===== config.mk =====
export PLATFORM = sky130hd
export DESIGN_NAME = seven_seg_arbiter
export DESIGN_NICKNAME = d
export VERILOG_FILES = /design/src/rtl/seven_seg_arbiter.sv
export SDC_FILE = /design/constraint.sdc
export NUM_CORES = 1
export LEC_CHECK = 0
export BUFFER_PORTS_ARGS = -buffer_cell sky130_fd_sc_hd__buf_4
export CORE_ASPECT_RATIO = 1.1
export CORE_MARGIN = 3
export CORE_UTILIZATION = 30
export CTS_CLUSTER_SIZE = 12
export DETAILED_ROUTE_END_ITERATION = 8
export HOLD_SLACK_MARGIN = 0.06
export PLACE_DENSITY = 0.61
export SLEW_MARGIN = 10
export SYNTH_ARGS = -nofsm -noshare
export SYNTH_HDL_FRONTEND = slang
export SYNTH_SLANG_ARGS = --single-unit

===== constraint.sdc =====
create_clock -name i_clk -period 1.8 [get_ports i_clk]
set_input_delay 0.18 -clock i_clk [delete_from_list [all_inputs] [get_ports i_clk]]
set_output_delay 0.18 -clock i_clk [all_outputs]
set_load 0.02 [all_outputs]

===== src/rtl/seven_seg_arbiter.sv =====
// Seven-segment display arbiter: round-robin ownership with a minimum dwell,
// plus per-requester leading-zero blanking and blinking of the shown value.
module seven_seg_arbiter #(
  parameter int unsigned NUM_REQ      = 4,
  parameter int unsigned DWELL_CYCLES = 5000000,
  parameter int unsigned BLINK_CYCLES = 2500000
) (
  input  logic                   i_clk,
  input  logic                   i_resetn,
  input  logic [NUM_REQ-1:0]     i_req,
  input  logic [32*NUM_REQ-1:0]  i_data,
  input  logic [8*NUM_REQ-1:0]   i_dots,
  input  logic [NUM_REQ-1:0]     i_blankLz,
  input  logic [NUM_REQ-1:0]     i_blink,
  output logic [NUM_REQ-1:0]     o_grant,
  output logic [31:0]            o_data,
  output logic [7:0]             o_enableDigit,
  output logic [7:0]             o_dots
);
  localparam int unsigned IDX_W = $clog2(NUM_REQ);
  localparam int unsigned DW_W  = (DWELL_CYCLES > 1) ? $clog2(DWELL_CYCLES) : 1;
  localparam int unsigned BL_W  = (BLINK_CYCLES > 1) ? $clog2(BLINK_CYCLES) : 1;
  localparam logic [IDX_W-1:0] LAST_INIT = IDX_W'(NUM_REQ - 1);
  localparam logic [DW_W-1:0]  DWELL_MAX = DW_W'(DWELL_CYCLES - 1);
  localparam logic [BL_W-1:0]  BLINK_MAX = BL_W'(BLINK_CYCLES - 1);

  typedef enum logic {IDLE, SHOW} state_e;

  state_e           state_q, state_d;
  logic [IDX_W-1:0] own_q, own_d, nxt;
  logic [DW_W-1:0]  dwell_q, dwell_d;
  logic [BL_W-1:0]  blink_cnt_q, blink_cnt_d;
  logic             phase_q, phase_d;
  logic [NUM_REQ-1:0] grant_q, grant_d;
  logic [31:0]      data_q, data_d, sel_data;
  logic [7:0]       en_q, en_d, dots_q, dots_d, sel_dots;
  logic             sel_lz, sel_blink, seen;

  // First requester after base, wrapping around and ending at base itself.
  function automatic logic [IDX_W-1:0] rr_pick(input logic [NUM_REQ-1:0] req,
                                               input logic [IDX_W-1:0]   base);
    logic [IDX_W-1:0] pick, cand;
    logic             found;
    int unsigned      idx;
    pick  = base;
    found = 1'b0;
    for (int unsigned k = 1; k <= NUM_REQ; k++) begin
      idx  = (32'(base) + k) % NUM_REQ;
      cand = IDX_W'(idx);
      if (!found && req[cand]) begin
        pick  = cand;
        found = 1'b1;
      end
    end
    return pick;
  endfunction

  // own_q doubles as the round-robin pointer: in IDLE it keeps the last owner.
  always_comb begin
    state_d = state_q;
    own_d   = own_q;
    dwell_d = dwell_q + DW_W'(1);
    nxt     = rr_pick(i_req, own_q);
    case (state_q)
      IDLE: begin
        dwell_d = '0;
        if (|i_req) begin
          state_d = SHOW;
          own_d   = nxt;
        end
      end
      SHOW: begin
        if (!i_req[own_q]) begin
          dwell_d = '0;
          if (|i_req) own_d = nxt;
          else        state_d = IDLE;
        end else if (dwell_q == DWELL_MAX) begin
          dwell_d = '0;
          own_d   = nxt;
        end
      end
      default: state_d = IDLE;
    endcase
  end

  always_comb begin
    blink_cnt_d = blink_cnt_q + BL_W'(1);
    phase_d     = phase_q;
    if (blink_cnt_q == BLINK_MAX) begin
      blink_cnt_d = '0;
      phase_d     = ~phase_q;
    end
  end

  // Display stage follows the registered grant, one cycle behind it.
  always_comb begin
    grant_d = '0;
    if (state_q == SHOW) grant_d[own_q] = 1'b1;

    sel_data  = '0;
    sel_dots  = '0;
    sel_lz    = 1'b0;
    sel_blink = 1'b0;
    for (int unsigned k = 0; k < NUM_REQ; k++) begin
      if (grant_q[k]) begin
        sel_data  = i_data[32*k +: 32];
        sel_dots  = i_dots[8*k +: 8];
        sel_lz    = i_blankLz[k];
        sel_blink = i_blink[k];
      end
    end

    data_d = sel_data;
    dots_d = sel_dots;
    en_d   = '0;
    seen   = 1'b0;
    if (|grant_q) begin
      en_d = 8'hFF;
      if (sel_lz) begin
        for (int unsigned i = 7; i >= 1; i--) begin
          seen    = seen | (|sel_data[4*i +: 4]);
          en_d[i] = seen;
        end
      end
      if (sel_blink && phase_q) begin
        en_d   = '0;
        dots_d = '0;
      end
    end
  end

  always_ff @(posedge i_clk) begin
    if (!i_resetn) begin
      state_q     <= IDLE;
      own_q       <= LAST_INIT;
      dwell_q     <= '0;
      blink_cnt_q <= '0;
      phase_q     <= 1'b0;
      grant_q     <= '0;
      data_q      <= '0;
      en_q        <= '0;
      dots_q      <= '0;
    end else begin
      state_q     <= state_d;
      own_q       <= own_d;
      dwell_q     <= dwell_d;
      blink_cnt_q <= blink_cnt_d;
      phase_q     <= phase_d;
      grant_q     <= grant_d;
      data_q      <= data_d;
      en_q        <= en_d;
      dots_q      <= dots_d;
    end
  end

  assign o_grant       = grant_q;
  assign o_data        = data_q;
  assign o_enableDigit = en_q;
  assign o_dots        = dots_q;
endmodule


==> results.json, run 1 <==
{
  "status": "finished with violations",
  "failed_checks": "setup timing",
  "worst_pin_slew_ns": 0.677,
  "min_period_ns": 2.00,
  "drt_iter0_markers": 223,
  "ios": 226,
  "die_area_mm2": 0.0174,
  "vias_per_cell": 5.16,
  "io_buffers": 225,
  "synthArstFlopShare_pct": 0,
  "ys_ff_latch": 101,
  "route.detailed.drc": 0,
  "fin_ws_ns": -0.200,
  "grtUsageTotal_pct": 20.6,
  "setup_viol": 5,
  "m1WireLength_um": 7240,
  "n_antenna_cell": 0,
  "slowest_delay_ns": 0.37,
  "mostFrequentLayoutCells": "buf_4, dfxtp_1, nor2_1, o22ai_1, xor2_1",
  "yosysWarnings": 0,
  "fillers": 1415,
  "clkTransAtPathRegs_ns": 0.08,
  "stdcell_count": 1016,
  "drive_above_1_share_pct": 49.9,
  "clockBufferDepth": 2,
  "cts_tree": "yes",
  "slew_violations": 0,
  "critPathSlowestCell": "dfxtp_4",
  "multi_input_area_mm2": 0.00291,
  "gp_congestion": 0.968,
  "required_ns": 2.05,
  "cts_buffers": 9,
  "netlist-cell-type-count": 50,
  "drv_cap": 0,
  "die_y_um": 138,
  "synth_area_mm2": 0.00474,
  "h-tree-depth": 3,
  "cp.arrival_ns": 2.25,
  "pwr_density_cell_mw_per_mm2": 977,
  "gr-total-overflow": 0,
  "min_path_type": "input port to flip-flop",
  "grt_max_degree": 29,
  "end_kind": "flip-flop",
  "ys.flop_type": "dfxtp_1",
  "wirelength_um": 19000,
  "antenna_found_initial": 0,
  "dr_wl_met3_um": 1520,
  "clkLatencyLatePin_ns": 0.35,
  "place.detailed.hpwl_um": 14600,
  "routedWlPerCell_um": 18.7,
  "syn_avg_cell_area_um2": 9.02,
  "crit_fanout": 6,
  "core_area_mm2": 0.0153,
  "vias": 5239,
  "whs_ns": 0.126,
  "power.leakage_uw": 0.00346,
  "fin_crit_sh_pct": 111,
  "initial_utilization_pct": 31.0,
  "die_w_um": 126,
  "timing.rr.start": "o_grant[2]",
  "synth_edf_count": 0,
  "register_area_mm2": 0.00204,
  "ant_nets": 0,
  "wl_met2_um": 9720,
  "cts-root-buf": "clkbuf_16",
  "syn_inst": 526,
  "first_pass_iters": 4,
  "grt_pass1_wl_um": 27800,
  "r2r_slack_ns": -0.20,
  "ys_seq_area_share_pct": 42.6,
  "rsz0062_at_grt": "true",
  "max_slew_margin_pct": 54.8,
  "final_nets": 995,
  "criticalPathCategory": "flip-flop to flip-flop",
  "critPathLaunchType": "flip-flop",
  "ir_drop_v": 0.000469,
  "placed_cells": 980,
  "cp-endpoint": "o_enableDigit[3]",
  "crit_chain": "or2_4, buf_12, buf_8, a221oi_2, nor2_2, nor4_4, buf_4, inv_2, o21a_1",
  "first_global_vias": 5279,
  "syn_to_final_growth_pct": 70.1,
  "clock-sinks": 101,
  "place_ws_ns": -0.353,
  "crit_start": "o_grant[2]",
  "timing.final.hold_violations": 0,
  "syn-num-nets": 706,
  "topRoutingLayerUsed": "met4",
  "fp-row-count": 47,
  "max_freq_ghz": 0.500,
  "r2r_end": "o_enableDigit[3]",
  "ff2ff_path_depth": 9,
  "final_common_cell": "buf_4",
  "clock_skew_ns": 0.0125
}
==> Yosys cell counts, types with 2 or more instances <==
cell,n,share of area [%]
nor4_2,2,0.53
xor2_1,29,5.4
ha_1,6,1.6
buf_6,6,1.4
and4_1,2,0.37
a211oi_1,2,0.32
buf_2,4,0.42
nand2_1,22,1.7
nand4_1,12,1.6
xnor2_1,12,2.2
o22a_1,3,0.55
nor3_1,24,2.5
a21oi_1,6,0.63
o22ai_1,43,5.7
nor2_1,78,6.2
dfxtp_1,101,43
nor4b_1,4,0.74
mux4_2,4,1.9
buf_4,3,0.47
nor3b_1,2,0.32
inv_1,9,0.71
or3_1,5,0.66
and3_1,13,1.7
inv_2,2,0.16
a221oi_2,6,1.9
mux2_2,2,0.47
o21ai_0,5,0.53
or4_1,2,0.32
o211ai_1,2,0.32
nor4_1,4,0.53
a221oi_1,33,6.1
o21a_1,2,0.32
nor2b_1,2,0.26
nand2b_1,2,0.26
and2_1,21,2.8
clkbuf_1,20,1.6
a21o_1,2,0.32
nand3_1,17,1.8
==> worst max-delay path: cells and delay by family, from the launching register on <==
family          cells  cell delay, ns
flops               1            0.37
simple gates        3            0.69
buf+inv             4            0.47
compound gates      2            0.37
==> report_power, final <==
group,switching [uW],total [uW],internal [uW]
clock network,893,1930,1040
logic,1600,3380,1790
registers,104,2570,2470
==> area by class of cell <==
class / count / area share, %
multi-input combinational: 383 / 36.0
timing repair buffer: 309 / 31.3
sequential: 101 / 25.3
clock buffer: 10 / 3.10
tap: 196 / 3.04
clock inverter: 6 / 0.620
inverter: 11 / 0.574
==> per-stage QoR <==
stage          setup TNS [ns]  area, um2  power, uW  util (%)
5_1_grt                 -1.36       8070       8310      52.8
4_1_cts                -0.900       7670       7630      50.2
2_1_floorplan          -0.110       4790       4060         -
3_3_place_gp           -0.764       7130       5330      46.6
3_5_place_dp           -0.988       7130       5390      46.6
6_report               -0.704       8070       7890      52.8
==> kinds of logic after synthesis <==
family / count (synthesis) / synth area share (%)
AO/OA/AOI/OAI: 111 / 17.9
AND/OR/NAND/NOR: 216 / 23.0
flip-flops: 101 / 42.6
buffers and inverters: 44 / 4.77
XOR/XNOR: 41 / 7.57
multiplexers: 7 / 2.58
adder cells (fa/ha/maj): 6 / 1.58
==> timing repair <==
item | 4_1_cts | 5_1_grt
pin swaps | 16 | 29
hold buffers | 0 | 0
cloned | 4 | 2
setup endpoints to repair | 4 | 35
gates resized for setup | 24 | 63
buffers inserted | 9 | 6
==> how the worst min path moves through the flow <==
stage                               from             end  slack (ns)  cells past startpoint
after detailed placement  blink_cnt_q[0]  blink_cnt_q[0]        0.46                      1
after global routing          i_dots[21]       o_dots[5]        0.12                      3
final                         i_dots[21]       o_dots[5]        0.13                      3
after global placement    blink_cnt_q[0]  blink_cnt_q[0]        0.44                      1
after floorplan               i_dots[16]       o_dots[0]        0.37                      2
after CTS                     i_dots[21]       o_dots[5]        0.12                      3
==> sequential cells by signal, indices dropped and copies added, names as in the netlist <==
register / flops
o_data: 32
dwell_q: 23
blink_cnt_q: 22
o_dots: 8
o_enableDigit: 8
o_grant: 4
own_q: 2
phase_q: 1
state_q: 1
==> layer usage <==
layer  up-vias  GRT usage [%]
met2       207           37.7
met1      2469           22.1
met4         0           8.34
met3        34           6.47
li1       2529              -
met5         -              0
(Power assumes the default switching activity.)
==> run 2: changes to the inputs <==
--- a/config.mk
+++ b/config.mk
@@ -9,6 +9,7 @@
 export CORE_ASPECT_RATIO = 1.1
 export CORE_MARGIN = 3
 export CORE_UTILIZATION = 30
+export CTS_BUF_LIST = sky130_fd_sc_hd__clkbuf_2 sky130_fd_sc_hd__clkbuf_4 sky130_fd_sc_hd__clkbuf_8
 export CTS_CLUSTER_SIZE = 12
 export DETAILED_ROUTE_END_ITERATION = 8
 export HOLD_SLACK_MARGIN = 0.06
==> results.json, run 2 (same netlist as run 1, synthesis figures left out) <==
{
  "max_freq_ghz": 0.503,
  "fin_ws_ns": -0.187,
  "clkTransAtPathRegs_ns": 0.11,
  "pwr_density_cell_mw_per_mm2": 933,
  "setup_viol": 4,
  "grtUsageTotal_pct": 20.6,
  "cp.arrival_ns": 2.28,
  "crit_start": "o_grant[2]",
  "min_period_ns": 1.99,
  "min_to": "o_dots[6]",
  "clock-sinks": 101,
  "drt_iter0_markers": 202,
  "timing.final.hold_violations": 0,
  "worst_pin_slew_ns": 0.659,
  "placed_cells": 980,
  "n_antenna_cell": 0,
  "fp-row-count": 47,
  "wirelength_um": 19000,
  "largest_register_ffs": 32,
  "cts_buffers": 9,
  "io_buffers": 225,
  "vias": 5200,
  "cp_num_cells": 9,
  "syn_to_final_growth_pct": 66.3,
  "rsz0062_at_grt": "true",
  "status": "finished with violations",
  "min_path_type": "input port to flip-flop",
  "initial_utilization_pct": 31.0,
  "grt_max_degree": 29,
  "holdBufCountCts": 0,
  "die_y_um": 138,
  "max_slew_margin_pct": 56.0,
  "cp_num_buf_inv": 4,
  "crit_chain": "or2_4, buf_12, buf_8, a221oi_2, nor2_2, nor4_4, buf_4, inv_2, o21a_1",
  "clkLatencyLatePin_ns": 0.39,
  "drv_cap": 0,
  "required_ns": 2.09,
  "ff2ff_path_depth": 9,
  "timing.rr.start": "o_grant[2]",
  "drive_above_1_share_pct": 49.9,
  "vias_per_cell": 5.14,
  "slowest_delay_ns": 0.38,
  "power.leakage_uw": 0.00340,
  "h-tree-depth": 3,
  "first_global_vias": 5271,
  "cts_tree": "yes",
  "clock_skew_ns": 0.0174,
  "gp_congestion": 0.968,
  "die_area_mm2": 0.0174,
  "crit_fanout": 6,
  "r2r_end": "o_enableDigit[3]",
  "fillers": 1437,
  "ir_drop_v": 0.000582,
  "crit_family": "simple AND/OR/NAND/NOR gates",
  "hp-start": "i_dots[22]",
  "cts-root-buf": "clkbuf_8",
  "place.detailed.hpwl_um": 14600,
  "stdcell_count": 1012,
  "route.detailed.drc": 0,
  "core_area_mm2": 0.0153,
  "r2r_slack_ns": -0.19,
  "mostFrequentLayoutCells": "buf_4, dfxtp_1, nor2_1, o22ai_1, xor2_1",
  "gr-total-overflow": 0,
  "slew_violations": 0,
  "final_nets": 991,
  "register_area_mm2": 0.00205,
  "routedWlPerCell_um": 18.8,
  "first_pass_iters": 4,
  "critPathSlowestCell": "dfxtp_4",
  "finalPower_uw": 7370,
  "grt_pass1_wl_um": 27800,
  "die_w_um": 126,
  "final_common_cell": "buf_4",
  "antenna_found_initial": 0,
  "ios": 226,
  "clockBufferDepth": 2,
  "ant_nets": 0,
  "failed_checks": "setup timing",
  "criticalPathCategory": "flip-flop to flip-flop",
  "critPathLaunchType": "flip-flop",
  "multi_input_area_mm2": 0.00289,
  "fin_crit_sh_pct": 110,
  "whs_path_depth": 3,
  "end_kind": "flip-flop"
}
run 2: changes by cell type in the layout (fill, tap and decap cells not counted), sizes merged:
cell    delta
buf        -2
bufinv     +1
clkbuf     -3
run 2: tightest hold or removal path, stage by stage:
cell and delay (ns):
buf_4 0.08, o22ai_1 0.06, nor3_1 0.11
run 2: per-stage QoR:
stage / TNS [ns] / setup WS (ns) / utilization [%] / hold slack (ns) / area [um2]
after global routing: -1.09 / -0.264 / 51.6 / 0.0685 / 7890
after detailed placement: -0.988 / -0.353 / 46.6 / 0.463 / 7130
after global placement: -0.764 / -0.272 / 46.6 / 0.444 / 7130
after CTS: -0.768 / -0.202 / 49.5 / 0.0690 / 7570
after floorplan: -0.110 / -0.110 / - / 0.371 / 4790
final: -0.667 / -0.187 / 51.6 / 0.0812 / 7890
run 2: where the power goes:
group          switching, uW  total, uW  leakage [uW]  internal, uW
clock                    851       1510     0.0000968           659
combinational           1570       3290       0.00247          1720
sequential               103       2570      0.000827          2470
total                   2520       7370       0.00340          4850
run 2: how the worst max path moves through the flow:
stage,slack [ns],endpoint
5_1_grt,-0.26,o_enableDigit[2]
3_3_place_gp,-0.27,o_enableDigit[1]
2_1_floorplan,-0.11,o_enableDigit[1]
3_5_place_dp,-0.35,o_enableDigit[1]
6_report,-0.19,o_enableDigit[3]
4_1_cts,-0.20,o_enableDigit[1]
run 2: area by class of cell:
type / instances / share of cell area (%)
tap: 196 / 3.11
multi-input combinational: 383 / 36.6
inverter: 11 / 0.587
sequential: 101 / 25.9
clock inverter: 7 / 1.01
clock buffer: 9 / 1.57
timing repair buffer: 305 / 31.2
run 2: routing by layer:
| metal | vias to the layer above | global-route usage, % | wire length (um) |
|---|---|---|---|
| met5 | - | 0 | 0 |
| li1 | 2518 | - | - |
| met2 | 202 | 37.6 | 9640 |
| met4 | 0 | 7.27 | 588 |
| met3 | 30 | 7.24 | 1580 |
| met1 | 2450 | 22.1 | 7180 |
run 2: repair_timing:
action	CTS	global route
gates cloned	4	0
endpoints found under the setup margin	4	36
pin swaps	13	21
resized for setup	23	56
setup buffers	6	6
==> run 3: changes to the inputs <==
--- a/config.mk
+++ b/config.mk
@@ -8,12 +8,12 @@
 export BUFFER_PORTS_ARGS = -buffer_cell sky130_fd_sc_hd__buf_4
 export CORE_ASPECT_RATIO = 1.1
 export CORE_MARGIN = 3
-export CORE_UTILIZATION = 30
+export CORE_UTILIZATION = 35
 export CTS_BUF_LIST = sky130_fd_sc_hd__clkbuf_2 sky130_fd_sc_hd__clkbuf_4 sky130_fd_sc_hd__clkbuf_8
 export CTS_CLUSTER_SIZE = 12
 export DETAILED_ROUTE_END_ITERATION = 8
 export HOLD_SLACK_MARGIN = 0.06
-export PLACE_DENSITY = 0.61
+export PLACE_DENSITY = 0.69
 export SLEW_MARGIN = 10
 export SYNTH_ARGS = -nofsm -noshare
 export SYNTH_HDL_FRONTEND = slang
==> results.json, run 3 (same netlist as run 1, synthesis figures left out) <==
{
  "fillers": 1123,
  "cts_tree": "yes",
  "fp-row-count": 43,
  "die_w_um": 117,
  "final_nets": 986,
  "register_area_mm2": 0.00203,
  "clock-sinks": 101,
  "comb_power_share_pct": 44.0,
  "clkLatencyLatePin_ns": 0.38,
  "cts_buffers": 9,
  "gr-total-overflow": 0,
  "drv_cap": 0,
  "ant_nets": 0,
  "max_slew_margin_pct": 56.6,
  "slowest_delay_ns": 0.37,
  "n_antenna_cell": 0,
  "power_frac_seq_pct": 36.1,
  "p_int_uw": 4710,
  "grtUsageTotal_pct": 23.5,
  "criticalPathCategory": "flip-flop to flip-flop",
  "ios": 226,
  "holdBufCountCts": 0,
  "status": "finished with violations",
  "clockBufferDepth": 2,
  "fin_crit_sh_pct": 113,
  "ir_drop_v": 0.000680,
  "fin_ws_ns": -0.235,
  "grt_max_degree": 29,
  "route.detailed.drc": 0,
  "largest_register_ffs": 32,
  "critPathSlowestCell": "dfxtp_4",
  "drive_above_1_share_pct": 47.1,
  "cp.arrival_ns": 2.31,
  "io_buffers": 225,
  "final_common_cell": "buf_4",
  "power.leakage_uw": 0.00332,
  "drt_iter0_markers": 318,
  "wirelength_um": 18700,
  "initial_utilization_pct": 36.7,
  "rsz0062_at_grt": "true",
  "pwr_density_cell_mw_per_mm2": 929,
  "fin_tns_setup_ns": -0.875,
  "slew_violations": 0,
  "max_freq_ghz": 0.491,
  "timing.final.hold_violations": 0,
  "min_path_type": "input port to flip-flop",
  "syn_to_final_growth_pct": 60.8,
  "critPathLaunchType": "flip-flop",
  "mostFrequentLayoutCells": "buf_4, dfxtp_1, nor2_1, o22ai_1, xor2_1",
  "core_area_mm2": 0.0129,
  "p_sw_uw": 2380,
  "min_period_ns": 2.03,
  "grt_pass1_wl_um": 27300,
  "vias_per_cell": 5.39,
  "gp_congestion": 0.887,
  "cts-root-buf": "clkbuf_8",
  "final_area_mm2": 0.00763,
  "crit_fanout": 8,
  "place.detailed.hpwl_um": 14300,
  "first_pass_iters": 5,
  "vias": 5217,
  "first_global_vias": 5436,
  "clkTransAtPathRegs_ns": 0.10,
  "pwr-share-clk_pct": 19.9,
  "die_y_um": 128,
  "end_kind": "flip-flop",
  "post_dp_cell_area_mm2": 0.00708,
  "failed_checks": "setup timing",
  "worst_pin_slew_ns": 0.651,
  "h-tree-depth": 3,
  "multi_input_area_mm2": 0.00277,
  "swShare_pct": 33.6,
  "required_ns": 2.07,
  "crit_chain": "or2_4, buf_12, buf_6, a221oi_4, o22ai_1, nor2_1, nand4_1, buf_4, o21a_1",
  "setup_viol": 4,
  "die_area_mm2": 0.0150,
  "routedWlPerCell_um": 19.3,
  "clock_skew_ns": 0.00927,
  "antenna_found_initial": 1
}
## run 3: changes by cell type in the layout (fill, tap and decap cells not counted), sizes merged
cell and delta:
clkinvlp -2, bufinv -1, or2 -1, buf -3
bufbuf -1, inv -3, clkbuf +6
## run 3: power groups by stage
| stage | clock network, uW | logic, uW | registers, uW |
|---|---|---|---|
| 3_3_place_gp | 0 | 2690 | 2600 |
| 5_1_grt | 1530 | 3330 | 2590 |
| 6_report | 1410 | 3120 | 2560 |
| 3_5_place_dp | 0 | 2750 | 2610 |
| 4_1_cts | 1450 | 2960 | 2560 |
| 2_1_floorplan | 0 | 1210 | 2850 |
## run 3: timing repair
action,4_1_cts,5_1_grt
buffers inserted,10,6
endpoints found under the setup margin,5,36
gates resized for setup,18,36
pin swaps,13,16
cloned,2,0
## run 3: final timing paths
kind,depth (start not counted),endpoint,start,slack [ns]
worst min register to register,1,blink_cnt_q[0],blink_cnt_q[0],0.46
worst max register to register,9,o_enableDigit[2],o_grant[3],-0.23
worst min-delay path,3,o_dots[2],i_dots[18],0.09
worst max-delay path,9,o_enableDigit[2],o_grant[3],-0.23
## run 3: through the flow
stage / power [uW] / std cells / hold slack [ns] / setup WS [ns] / util, %
floorplan: 4060 / 526 / 0.371 / -0.110 / -
global placement: 5290 / 939 / 0.445 / -0.222 / 54.8
detailed placement: 5360 / 939 / 0.448 / -0.235 / 54.8
CTS: 6960 / 966 / 0.0747 / -0.244 / 57.7
global route: 7450 / 968 / 0.0799 / -0.286 / 59.1
finish: 7090 / 968 / 0.0864 / -0.235 / 59.1
## run 3: worst max-delay path: cells and delay by family, from the launching register on
kind | cells | cell delay (ns)
AO/OA/AOI/OAI | 3 | 0.47
buffers and inverters | 3 | 0.47
flip-flops | 1 | 0.37
AND/OR/NAND/NOR | 3 | 0.63
## run 3: metal layers
layer | share of wire (%) | vias up | track usage (%)
met1 | 35 | 2450 | 24.4
met2 | 50 | 215 | 40.6
li1 | - | 2491 | -
met5 | 0.064 | - | 0
met4 | 5.3 | 2 | 13.8
met3 | 9.2 | 59 | 7.98
## run 3: final cells by class
cell class / count / area share, %
Multi-Input combinational cell: 382 / 36.3
Timing Repair Buffer: 301 / 31.5
Sequential cell: 101 / 26.6
Tap cell: 157 / 2.57
Clock buffer: 15 / 2.38
Inverter: 11 / 0.541
Clock inverter: 1 / 0.0656
